$ cat config.mk
export PLATFORM = sky130hd
export DESIGN_NAME = rr_mux_4x1
export DESIGN_NICKNAME = d
export VERILOG_FILES = /design/src/rtl/rr_mux_pkg.sv /design/src/rtl/rr_pick4.sv /design/src/rtl/rr_mux_4x1.sv
export SDC_FILE = /design/constraint.sdc
export NUM_CORES = 1
export LEC_CHECK = 0
export CAP_MARGIN = 5
export CORE_ASPECT_RATIO = 0.7
export CORE_MARGIN = 5
export CORE_UTILIZATION = 23
export CTS_CLUSTER_DIAMETER = 150
export DETAILED_ROUTE_END_ITERATION = 8
export PLACE_DENSITY = 0.45
export RECOVER_POWER = 100
export SETUP_SLACK_MARGIN = 0.02
export SYNTH_ARGS = -nofsm -noshare
export SYNTH_HDL_FRONTEND = slang
export SYNTH_SLANG_ARGS = --single-unit
export TNS_END_PERCENT = 1
$ cat constraint.sdc
create_clock -name clk -period 3.9 [get_ports clk]
set_input_delay 0.975 -clock clk [delete_from_list [all_inputs] [get_ports clk]]
set_output_delay 0.975 -clock clk [all_outputs]
set_load 0.05 [all_outputs]
$ cat src/rtl/rr_mux_pkg.sv
// rr_mux_pkg: shared definitions for the round-robin mux / demux channel fabric.
// Holds FSM state codes, channel count and select width so both ends of the
// link agree on the channel code carried on out_select.
package rr_mux_pkg;

  localparam int unsigned NCH   = 4;
  localparam int unsigned SEL_W = 2;

  typedef enum logic {
    ST_IDLE = 1'b0,
    ST_HOLD = 1'b1
  } state_e;

  // Next channel in rotation order; wraps 3 -> 0.
  function automatic logic [SEL_W-1:0] sel_inc(input logic [SEL_W-1:0] s);
    return s + SEL_W'(1);
  endfunction

endpackage

$ cat src/rtl/rr_pick4.sv
// rr_pick4: combinational round-robin picker over four requesters.
// Ports:
//   req[3:0]  request vector
//   ptr[1:0]  highest-priority channel; priority falls off as ptr, ptr+1, ...
//   any       at least one request present
//   idx[1:0]  first requesting channel found scanning from ptr (mod 4)
module rr_pick4
  import rr_mux_pkg::*;
(
  input  logic [NCH-1:0]   req,
  input  logic [SEL_W-1:0] ptr,
  output logic             any,
  output logic [SEL_W-1:0] idx
);

  // Scan from the farthest offset down so the nearest requester wins last.
  always_comb begin
    logic [SEL_W-1:0] cand;
    any  = |req;
    idx  = ptr;
    cand = ptr;
    for (int i = int'(NCH) - 1; i >= 0; i--) begin
      cand = ptr + SEL_W'(i);
      if (req[cand]) idx = cand;
    end
  end

endmodule

$ cat src/rtl/rr_mux_4x1.sv
// rr_mux_4x1: four-channel round-robin mux with valid/ready handshakes and
// bounded bursts, feeding one registered output stream tagged with its source.
// Ports:
//   clk, rst_n            clock, asynchronous active-low reset
//   en                    enable; low blocks new input transfers only
//   in_valid/in_data      per-channel beats, channel k at in_data[k*WIDTH +: WIDTH]
//   in_ready              per-channel accept, at most one bit high (combinational)
//   out_valid/out_ready   output handshake
//   out_data/out_select   registered beat and its source channel
module rr_mux_4x1
  import rr_mux_pkg::*;
#(
  parameter int unsigned WIDTH = 8,
  parameter int unsigned BURST = 4
) (
  input  logic                 clk,
  input  logic                 rst_n,
  input  logic                 en,
  input  logic [NCH-1:0]       in_valid,
  input  logic [NCH*WIDTH-1:0] in_data,
  output logic [NCH-1:0]       in_ready,
  output logic                 out_valid,
  input  logic                 out_ready,
  output logic [WIDTH-1:0]     out_data,
  output logic [SEL_W-1:0]     out_select
);

  localparam int unsigned      CNT_W    = $clog2(BURST + 1);
  localparam logic [CNT_W-1:0] CNT_LAST = CNT_W'(BURST - 1);

  state_e             state_q, state_d;
  logic [SEL_W-1:0]   ptr_q, ptr_d;
  logic [SEL_W-1:0]   gnt_q, gnt_d;
  logic [CNT_W-1:0]   cnt_q, cnt_d;
  logic               out_valid_q, out_valid_d;
  logic [WIDTH-1:0]   out_data_q, out_data_d;
  logic [SEL_W-1:0]   out_select_q, out_select_d;

  logic               pick_any;
  logic [SEL_W-1:0]   pick_idx;
  logic               slot_rdy;
  logic               xfer;
  logic [WIDTH-1:0]   gnt_data;

  rr_pick4 u_pick (
    .req (in_valid),
    .ptr (ptr_q),
    .any (pick_any),
    .idx (pick_idx)
  );

  // Next-state, handshake and output-register load logic.
  always_comb begin
    state_d      = state_q;
    ptr_d        = ptr_q;
    gnt_d        = gnt_q;
    cnt_d        = cnt_q;
    out_valid_d  = out_valid_q;
    out_data_d   = out_data_q;
    out_select_d = out_select_q;
    in_ready     = '0;
    slot_rdy     = 1'b0;
    xfer         = 1'b0;
    gnt_data     = '0;

    for (int k = 0; k < int'(NCH); k++) begin
      if (gnt_q == SEL_W'(k)) gnt_data = in_data[k*WIDTH +: WIDTH];
    end

    case (state_q)
      ST_IDLE: begin
        if (en && pick_any) begin
          gnt_d   = pick_idx;
          cnt_d   = '0;
          state_d = ST_HOLD;
        end
      end
      ST_HOLD: begin
        // Accept only when the output register is empty or draining this cycle.
        slot_rdy        = en & (~out_valid_q | out_ready);
        in_ready[gnt_q] = slot_rdy;
        xfer            = slot_rdy & in_valid[gnt_q];
        if (xfer) cnt_d = cnt_q + CNT_W'(1);
        // Leave on burst limit, enable drop, or a drained channel.
        if ((xfer && (cnt_q == CNT_LAST)) || !en || (slot_rdy && !in_valid[gnt_q])) begin
          state_d = ST_IDLE;
          ptr_d   = sel_inc(gnt_q);
          cnt_d   = '0;
        end
      end
      default: state_d = ST_IDLE;
    endcase

    // A new beat overrides a simultaneous drain.
    if (xfer) begin
      out_valid_d  = 1'b1;
      out_data_d   = gnt_data;
      out_select_d = gnt_q;
    end else if (out_ready) begin
      out_valid_d = 1'b0;
    end
  end

  // State and output registers.
  always_ff @(posedge clk or negedge rst_n) begin
    if (!rst_n) begin
      state_q      <= ST_IDLE;
      ptr_q        <= '0;
      gnt_q        <= '0;
      cnt_q        <= '0;
      out_valid_q  <= 1'b0;
      out_data_q   <= '0;
      out_select_q <= '0;
    end else begin
      state_q      <= state_d;
      ptr_q        <= ptr_d;
      gnt_q        <= gnt_d;
      cnt_q        <= cnt_d;
      out_valid_q  <= out_valid_d;
      out_data_q   <= out_data_d;
      out_select_q <= out_select_d;
    end
  end

  assign out_valid  = out_valid_q;
  assign out_data   = out_data_q;
  assign out_select = out_select_q;

endmodule

==> results of run 1 <==
-- logic make-up (layout without fill, tap and decap cells) --
logic type                 after synthesis  count (layout)
DFF                                     19              19
and+or+nand+nor                         43              43
buffers and inverters                   11              64
AOI/OAI and AO/OA                       36              36
muxes                                   10              10
adders and majority gates                6               6
-- layout make-up --
type,instances,area (um2),share of cell area
inverters,6,22.5,0.0119
multi-input cells,95,682,0.359
repair buffers,54,581,0.306
well taps,72,90.1,0.0475
flip-flops and latches,19,475,0.251
clock inverters,1,5.00,0.00264
clock buffers,3,41.3,0.0218
-- flip-flops by register name, summed over array words and instances (netlist names) --
register and count:
cnt_q 3, gnt_q 2, state_q 1, out_select 2, ptr_q 2, out_valid 1
out_data 8
-- worst max-delay path, cell delays in order --
cell and delay, ns:
clkdlybuf4s50_1 0.45, nand2b_1 0.17, and3_1 0.27, and2_0 0.22, buf_12 0.16
-- layer usage --
layer / vias up / share of wire / routed length, um / global-route usage
met4: 0 / 0.0063 / 23 / 0.0230
li1: 561 / - / - / -
met2: 51 / 0.44 / 1610 / 0.179
met5: - / 0 / 0 / 0
met3: 2 / 0.11 / 421 / 0.0564
met1: 493 / 0.44 / 1620 / 0.132
-- power breakdown --
group          internal [mW]  switching (mW)
Combinational          0.341           0.498
Clock                 0.0711          0.0697
Sequential             0.282          0.0658
-- cells in the final DEF (no fill, tap or decap), types with 3 or more instances in the layout --
| master | Yosys | final |
|---|---|---|
| o21a_1 | 3 | 3 |
| o21ai_0 | 7 | 7 |
| nor2_1 | 6 | 6 |
| ha_1 | 6 | 6 |
| nand2_1 | 15 | 15 |
| clkdlybuf4s50_1 | 0 | 37 |
| dlygate4sd3_1 | 0 | 13 |
| nor2b_1 | 9 | 9 |
| mux2_2 | 6 | 6 |
| clkbuf_8 | 0 | 3 |
| inv_1 | 6 | 6 |
| a221oi_1 | 7 | 7 |
| dfrtp_1 | 19 | 19 |
| o31ai_1 | 7 | 7 |
| a21oi_1 | 4 | 4 |
| and2_0 | 0 | 4 |
| buf_12 | 0 | 4 |
-- how the worst min path moves through the flow --
stage,startpoint,to,slack (ns),cells after the start
2_1_floorplan,gnt_q[0],ptr_q[0],0.52,1
6_report,out_select[0],out_select[0],0.48,2
3_3_place_gp,out_select[1],out_select[1],0.46,2
5_1_grt,out_select[1],out_select[1],0.52,2
4_1_cts,out_select[0],out_select[0],0.49,2
3_5_place_dp,out_select[0],out_select[0],0.47,2
==> impl_metrics.tcl, run 1 <==
set metrics [dict create \
    status "finished clean" \
    grt_overflow_total 0 \
    synth_top_area_cell "dfrtp_1" \
    reg2reg_slack_ns 1.58 \
    fin_nets 225 \
    finalNonFillerCells 250 \
    worstHoldPathType "reg -> reg" \
    nFillCells 528 \
    p_per_area_nw_per_um2 699 \
    peakVddDrop_v 0.000176 \
    required_ns 2.92 \
    dieHeight_um 71.4 \
    hold_viol_final 0 \
    path_class "in -> out" \
    cts_resized 0 \
    synth_top_family_by_area "compound AO/OA/AOI/OAI gates" \
    path_max_fanout 5 \
    globalplace.congestion 0.829 \
    start_util 0.237 \
    finalSetupViolations 0 \
    synth.area.top_cells "dfrtp_1, ha_1, mux2_2" \
    layout-drive-gt1-share 0.107 \
    synth_fa_ha_area_frac 0.0605 \
    dp_cells 246 \
    numClockSinks 19 \
    wl_per_cell_um 14.7 \
    ys_types 34 \
    cts_setup_buffers 0 \
    die_x_um 97.8 \
    yosysWarnings 0 \
    muxShareOfSynthArea 0.105 \
    ant_nets 0 \
    arrival_ns 2.24 \
    post-route-period-util 0.825 \
    whs_ns 0.481 \
    syn_inst 125 \
    regToRegStartpoint "gnt_q[0]" \
    seq_area_frac_synth 0.383 \
    vias 1107 \
    synth_nets 171 \
    clockRootBuffer "clkbuf_8" \
    synthSimpleGateAreaFrac 0.197 \
    grt_use_total 0.110 \
    die_area_um2 6980 \
    drv_slew 0 \
    worstSetupStartpoint "out_ready" \
    clk_latency_ns 0.26 \
    maxClockFrequency_mhz 311 \
    yosysTopAreaCellShare 0.383 \
    core_um2 5230 \
    dp_slack_ns 0.588 \
    drt_wl_total_um 3670 \
    first_pass_iters 4 \
    fin_total_pwr_mw 1.33 \
    clk_pin_slew_ns 0.08 \
    worst_slew_pin_slew_ns 0.915 \
    numCtsBuffers 3 \
    syn_area_per_cell_um2 9.92 \
    hpwl_um 2880 \
    cts_tree "built" \
    leakage_nw 0.802 \
    grt_max_degree 20 \
    area_delta_synth_final_pct 53.0 \
    synth_compound_gate_area_share 0.215 \
    grt_pass1_wl_um 6150 \
    final_core_util 0.363 \
    startpoint_type "input port" \
    tns_ns 0 \
    synth_ff_type "dfrtp_1" \
    skew_ns 0.00363 \
    relSlewSlack 0.388 \
    diodes 0 \
    r2r_end "cnt_q[0]" \
    ios 55 \
    drtIter0Drc 28 \
    via_per_inst 4.43 \
    async_flop_share 1.00 \
    htreeDepth 1 \
    drc 0 \
    setup_slack_ns 0.683 \
    antenna_found_initial 0 \
    synth_top_cells_by_count "dfrtp_1, nand2_1, nor2b_1" \
    synth_most_common_cell "dfrtp_1" \
    synth_seq_cells 19 \
    r2r_cells 4 \
    finish.instance_area_um2 1900 \
    grt_pass1_vias 1215 \
    synth_edf_count 0 \
    row_count 22 \
    cts_hold_buffers 0 \
    finalWorstPathRequiredPeriod_ns 3.22 \
    synthXorXnorAreaFrac 0 \
    grt_setup_unrepaired "no" \
    crit_end "in_ready[2]" \
    worst_setup_path_end_kind "output port" \
    clockBufferDepth 2 \
    numPortBuffers 54 \
    synthesis.area_um2 1240 \
    placed_area_um2 1880 \
    cap_violations 0 \
]
Note: power is estimated with default switching activity, not from simulation.
==> run 2: changes to the inputs <==
Clock period 3.9 ns to 3.31 ns, I/O delays scaled along.
==> run 2 against run 1 <==
Critical path depth stayed put. Global-route usage is 0.057 points lower. Via count is 3.8% higher. Routed wire length is 0.14% lower.
==> impl_metrics.tcl, run 2 (same netlist as run 1, synthesis figures left out) <==
set metrics [dict create \
    finalWorstPathRequiredPeriod_ns 2.92 \
    grt_pass1_vias 1264 \
    area_delta_synth_final_pct 52.9 \
    cts_resized 0 \
    grt_use_total 0.110 \
    p_int_uw 819 \
    relSlewSlack 0.377 \
    die_x_um 97.8 \
    dp_cells 246 \
    grt_max_degree 20 \
    hold_viol_final 0 \
    cts_hold_buffers 0 \
    vias 1149 \
    clockBufferDepth 2 \
    numCtsBuffers 3 \
    grt_setup_unrepaired "no" \
    clk_pin_slew_ns 0.07 \
    cts_setup_buffers 0 \
    numClockSinks 19 \
    startpoint_type "input port" \
    ios 55 \
    path_cells "clkdlybuf4s50_1 > nand2b_1 > and3_1 > and2_0 > buf_12" \
    core_um2 5230 \
    diodes 0 \
    grt_overflow_total 0 \
    first_pass_iters 4 \
    clockRootBuffer "clkbuf_8" \
    crit_buf_inv 2 \
    drt_wl_total_um 3670 \
    peakVddDrop_v 0.000225 \
    skew_ns 0.00554 \
    fin_total_pwr_mw 1.57 \
    arrival_ns 2.10 \
    post-route-period-util 0.883 \
    hpwl_um 2890 \
    path_max_fanout 5 \
    mostFrequentLayoutCells "clkdlybuf4s50_1, dfrtp_1, nand2_1" \
    ant_nets 0 \
    path_class "in -> out" \
    start_util 0.237 \
    switching_share 0.477 \
    grt_pass1_wl_um 6060 \
    fin_nets 225 \
    worstHoldPathType "reg -> reg" \
    antenna_found_initial 0 \
    drtIter0Drc 10 \
    worst_slew_pin_slew_ns 0.932 \
    seq_power_share 0.260 \
    slowest_stage "clkdlybuf4s50_1" \
    globalplace.congestion 0.822 \
    maxClockFrequency_mhz 342 \
    p_switching_uw 747 \
    htreeDepth 1 \
    leakage_nw 0.800 \
    drv_slew 0 \
    combPwrFrac 0.632 \
    power.share.clock 0.107 \
    largest_reg_flops 8 \
    status "finished clean" \
    finalNonFillerCells 250 \
    cpLargestDelayFamily "simple AND/OR/NAND/NOR gates" \
    cap_violations 0 \
    nFillCells 540 \
    cts_tree "built" \
    layout-drive-gt1-share 0.101 \
    placed_area_um2 1880 \
    p_per_area_nw_per_um2 826 \
    die_area_um2 6980 \
    worst_setup_path_end_kind "output port" \
    required_ns 2.48 \
    drc 0 \
    clk_latency_ns 0.26 \
    dieHeight_um 71.4 \
    wl_per_cell_um 14.7 \
    via_per_inst 4.60 \
    finalSetupViolations 0 \
    finish.instance_area_um2 1900 \
    final_common_cell "clkdlybuf4s50_1" \
    numPortBuffers 54 \
    tns_ns 0 \
    row_count 22 \
    slowest_delay_ns 0.45 \
]
run 2: cell types whose count changed in the layout (fill, tap and decap cells not counted):
cell	change
clkinv_2	-1
clkbuf_1	+1
run 2: final cells by class:
cell class	instances	area, um2	share of cell area
multi-input combinational	95	682	0.360
timing repair buffer	54	581	0.306
sequential	19	475	0.251
tap	72	90.1	0.0475
clock buffer	4	45.0	0.0238
inverter	6	22.5	0.0119
run 2: per-layer routing:
metal	vias up	wire length, um	global-route usage
met5	-	0	0
met4	0	29	0.0353
met2	52	1570	0.169
li1	560	-	-
met1	535	1670	0.133
met3	2	393	0.0574
run 2: tightest hold or removal path: cells and delay by family, from the launching register on:
family             cells  cell delay [ns]
AOI/OAI and AO/OA      1             0.05
DFF                    1             0.34
and+or+nand+nor        1             0.04
run 2: final timing paths:
| check | from | to | slack, ns | depth (start not counted) |
|---|---|---|---|---|
| setup / recovery | out_ready | in_ready[3] | 0.39 | 5 |
| min in group asynchronous | rst_n | ptr_q[0] | 1.15 | 1 |
| max in group asynchronous | rst_n | cnt_q[2] | 1.59 | 1 |
| hold reg to reg | out_select[1] | out_select[1] | 0.47 | 2 |
| setup reg to reg | gnt_q[0] | cnt_q[0] | 1.03 | 4 |
| hold / removal | out_select[1] | out_select[1] | 0.47 | 2 |
run 2: through the flow:
step / worst slack (ns) / hold slack (ns) / util
final: 0.387 / 0.473 / 0.362
after global routing: 0.206 / 0.507 / 0.362
after CTS: 0.295 / 0.491 / 0.369
after detailed placement: 0.305 / 0.473 / 0.360
after global placement: 0.346 / 0.465 / 0.360
after floorplan: 0.783 / 0.524 / -
run 2: power by group through the flow:
stage / clock [mW] / combinational [mW] / sequential [mW]
3_3_place_gp: 0 / 1.05 / 0.417
3_5_place_dp: 0 / 1.05 / 0.423
6_report: 0.168 / 0.990 / 0.408
4_1_cts: 0.178 / 1.06 / 0.418
2_1_floorplan: 0 / 0.506 / 0.621
5_1_grt: 0.186 / 1.09 / 0.423
==> run 3: changes to the inputs <==
Settings changed: CORE_UTILIZATION 23 to 40, CTS_CLUSTER_DIAMETER 150 to 200, PLACE_DENSITY 0.45 to 0.73, SLEW_MARGIN set to 20.
==> run 3 against run 2 <==
Cell count down 14%. Clock power down 4%. Die area down 38%. Register-to-register slack better by 0.03 ns. Global-route usage up 5.2 points. Clock-buffer cell count unchanged. First-iteration DRC count rose to 4.6 times the previous value. Core utilization up 28 points.
==> impl_metrics.tcl, run 3 (same netlist as run 1, synthesis figures left out) <==
set metrics [dict create \
    reg2reg_slack_ns 1.06 \
    r2r_end "cnt_q[0]" \
    area_delta_synth_final_pct 49.8 \
    leakage_nw 0.805 \
    numPortBuffers 54 \
    via_per_inst 5.48 \
    grt_pass1_wl_um 5700 \
    layout-drive-gt1-share 0.106 \
    drv_slew 0 \
    min-delay-start "out_select[1]" \
    dieHeight_um 56.6 \
    die_x_um 76.5 \
    worst_setup_path_end_kind "flop" \
    r2r_cells 4 \
    numCtsBuffers 3 \
    finalSetupViolations 0 \
    worst_slew_pin_slew_ns 0.871 \
    finalWorstPathRequiredPeriod_ns 2.97 \
    post-route-period-util 0.897 \
    clockRootBuffer "clkbuf_8" \
    cts_tree "built" \
    arrival_ns 3.11 \
    grt_overflow_total 0 \
    die_area_um2 4330 \
    startpoint_type "input port" \
    diodes 0 \
    peakVddDrop_v 0.000483 \
    required_ns 3.46 \
    skew_ns 0.00445 \
    vias 1179 \
    start_util 0.430 \
    mostFrequentLayoutCells "clkdlybuf4s50_1, dfrtp_1, nand2_1" \
    row_count 16 \
    grt_pass1_vias 1114 \
    antenna_found_initial 0 \
    regToRegStartpoint "gnt_q[0]" \
    fin_nets 226 \
    worstHoldPathType "reg -> reg" \
    htreeDepth 1 \
    status "finished clean" \
    numClockSinks 19 \
    whs_path_depth 2 \
    cts_hold_buffers 0 \
    hpwl_um 2710 \
    final_common_cell "clkdlybuf4s50_1" \
    tns_ns 0 \
    globalplace.congestion 0.757 \
    cts_setup_buffers 0 \
    hold_viol_final 0 \
    cap_violations 0 \
    ant_nets 0 \
    largest_reg_flops 8 \
    cts_resized 0 \
    ios 55 \
    grt_use_total 0.161 \
    grt_setup_unrepaired "no" \
    drt_wl_total_um 3480 \
    clockBufferDepth 2 \
    dp_slack_ns 0.347 \
    first_pass_iters 4 \
    wl_per_cell_um 16.2 \
    drtIter0Drc 46 \
    path_max_fanout 19 \
    maxClockFrequency_mhz 337 \
    p_per_area_nw_per_um2 842 \
    setup_slack_ns 0.342 \
    core_um2 2880 \
    grt_max_degree 20 \
    min_to "out_select[1]" \
    relSlewSlack 0.418 \
    clk_pin_slew_ns 0.07 \
    path_class "in -> reg" \
    clk_latency_ns 0.26 \
    drc 0 \
]
[run 3: how the worst max path moves through the flow]
stage | cells past startpoint | start | endpoint
finish | 5 | in_valid[3] | cnt_q[0]
global route | 5 | in_valid[3] | cnt_q[0]
CTS | 5 | out_ready | in_ready[0]
detailed placement | 5 | out_ready | in_ready[0]
global placement | 5 | out_ready | in_ready[1]
floorplan | 3 | out_ready | in_ready[0]
[run 3: per-layer routing]
| layer | share of wire | global-route usage |
|---|---|---|
| met4 | 0.0060 | 0.0299 |
| met2 | 0.46 | 0.249 |
| met3 | 0.056 | 0.0479 |
| met1 | 0.48 | 0.225 |
| met5 | 0 | 0 |
[run 3: report_power, final]
| part | internal (mW) | switching (mW) |
|---|---|---|
| clock network | 0.0856 | 0.0753 |
| logic | 0.405 | 0.589 |
| registers | 0.332 | 0.0776 |
| total | 0.823 | 0.742 |
[run 3: area by class of cell]
type	instances	area, um2
well taps	36	45.0
inverters	6	22.5
flip-flops and latches	19	475
repair buffers	55	588
multi-input cells	95	682
fillers	232	1020
clock buffers	4	45.0
[run 3: worst max-delay path, cell delays in order]
cell and delay, ns:
dlygate4sd3_1 0.67, mux4_2 0.32, nand4_1 0.64, and3b_1 0.47, o21a_1 0.18
[run 3: stage by stage]
step | util | total power [mW] | cell area (um2) | std cells | hold WS [ns]
final | 0.645 | 1.57 | 1860 | 215 | 0.474
after global routing | 0.645 | 1.67 | 1860 | 215 | 0.510
after CTS | 0.656 | 1.64 | 1890 | 215 | 0.486
after detailed placement | 0.641 | 1.46 | 1850 | 211 | 0.469
after global placement | 0.641 | 1.44 | 1850 | 211 | 0.467
after floorplan | - | 1.13 | 1240 | 125 | 0.524
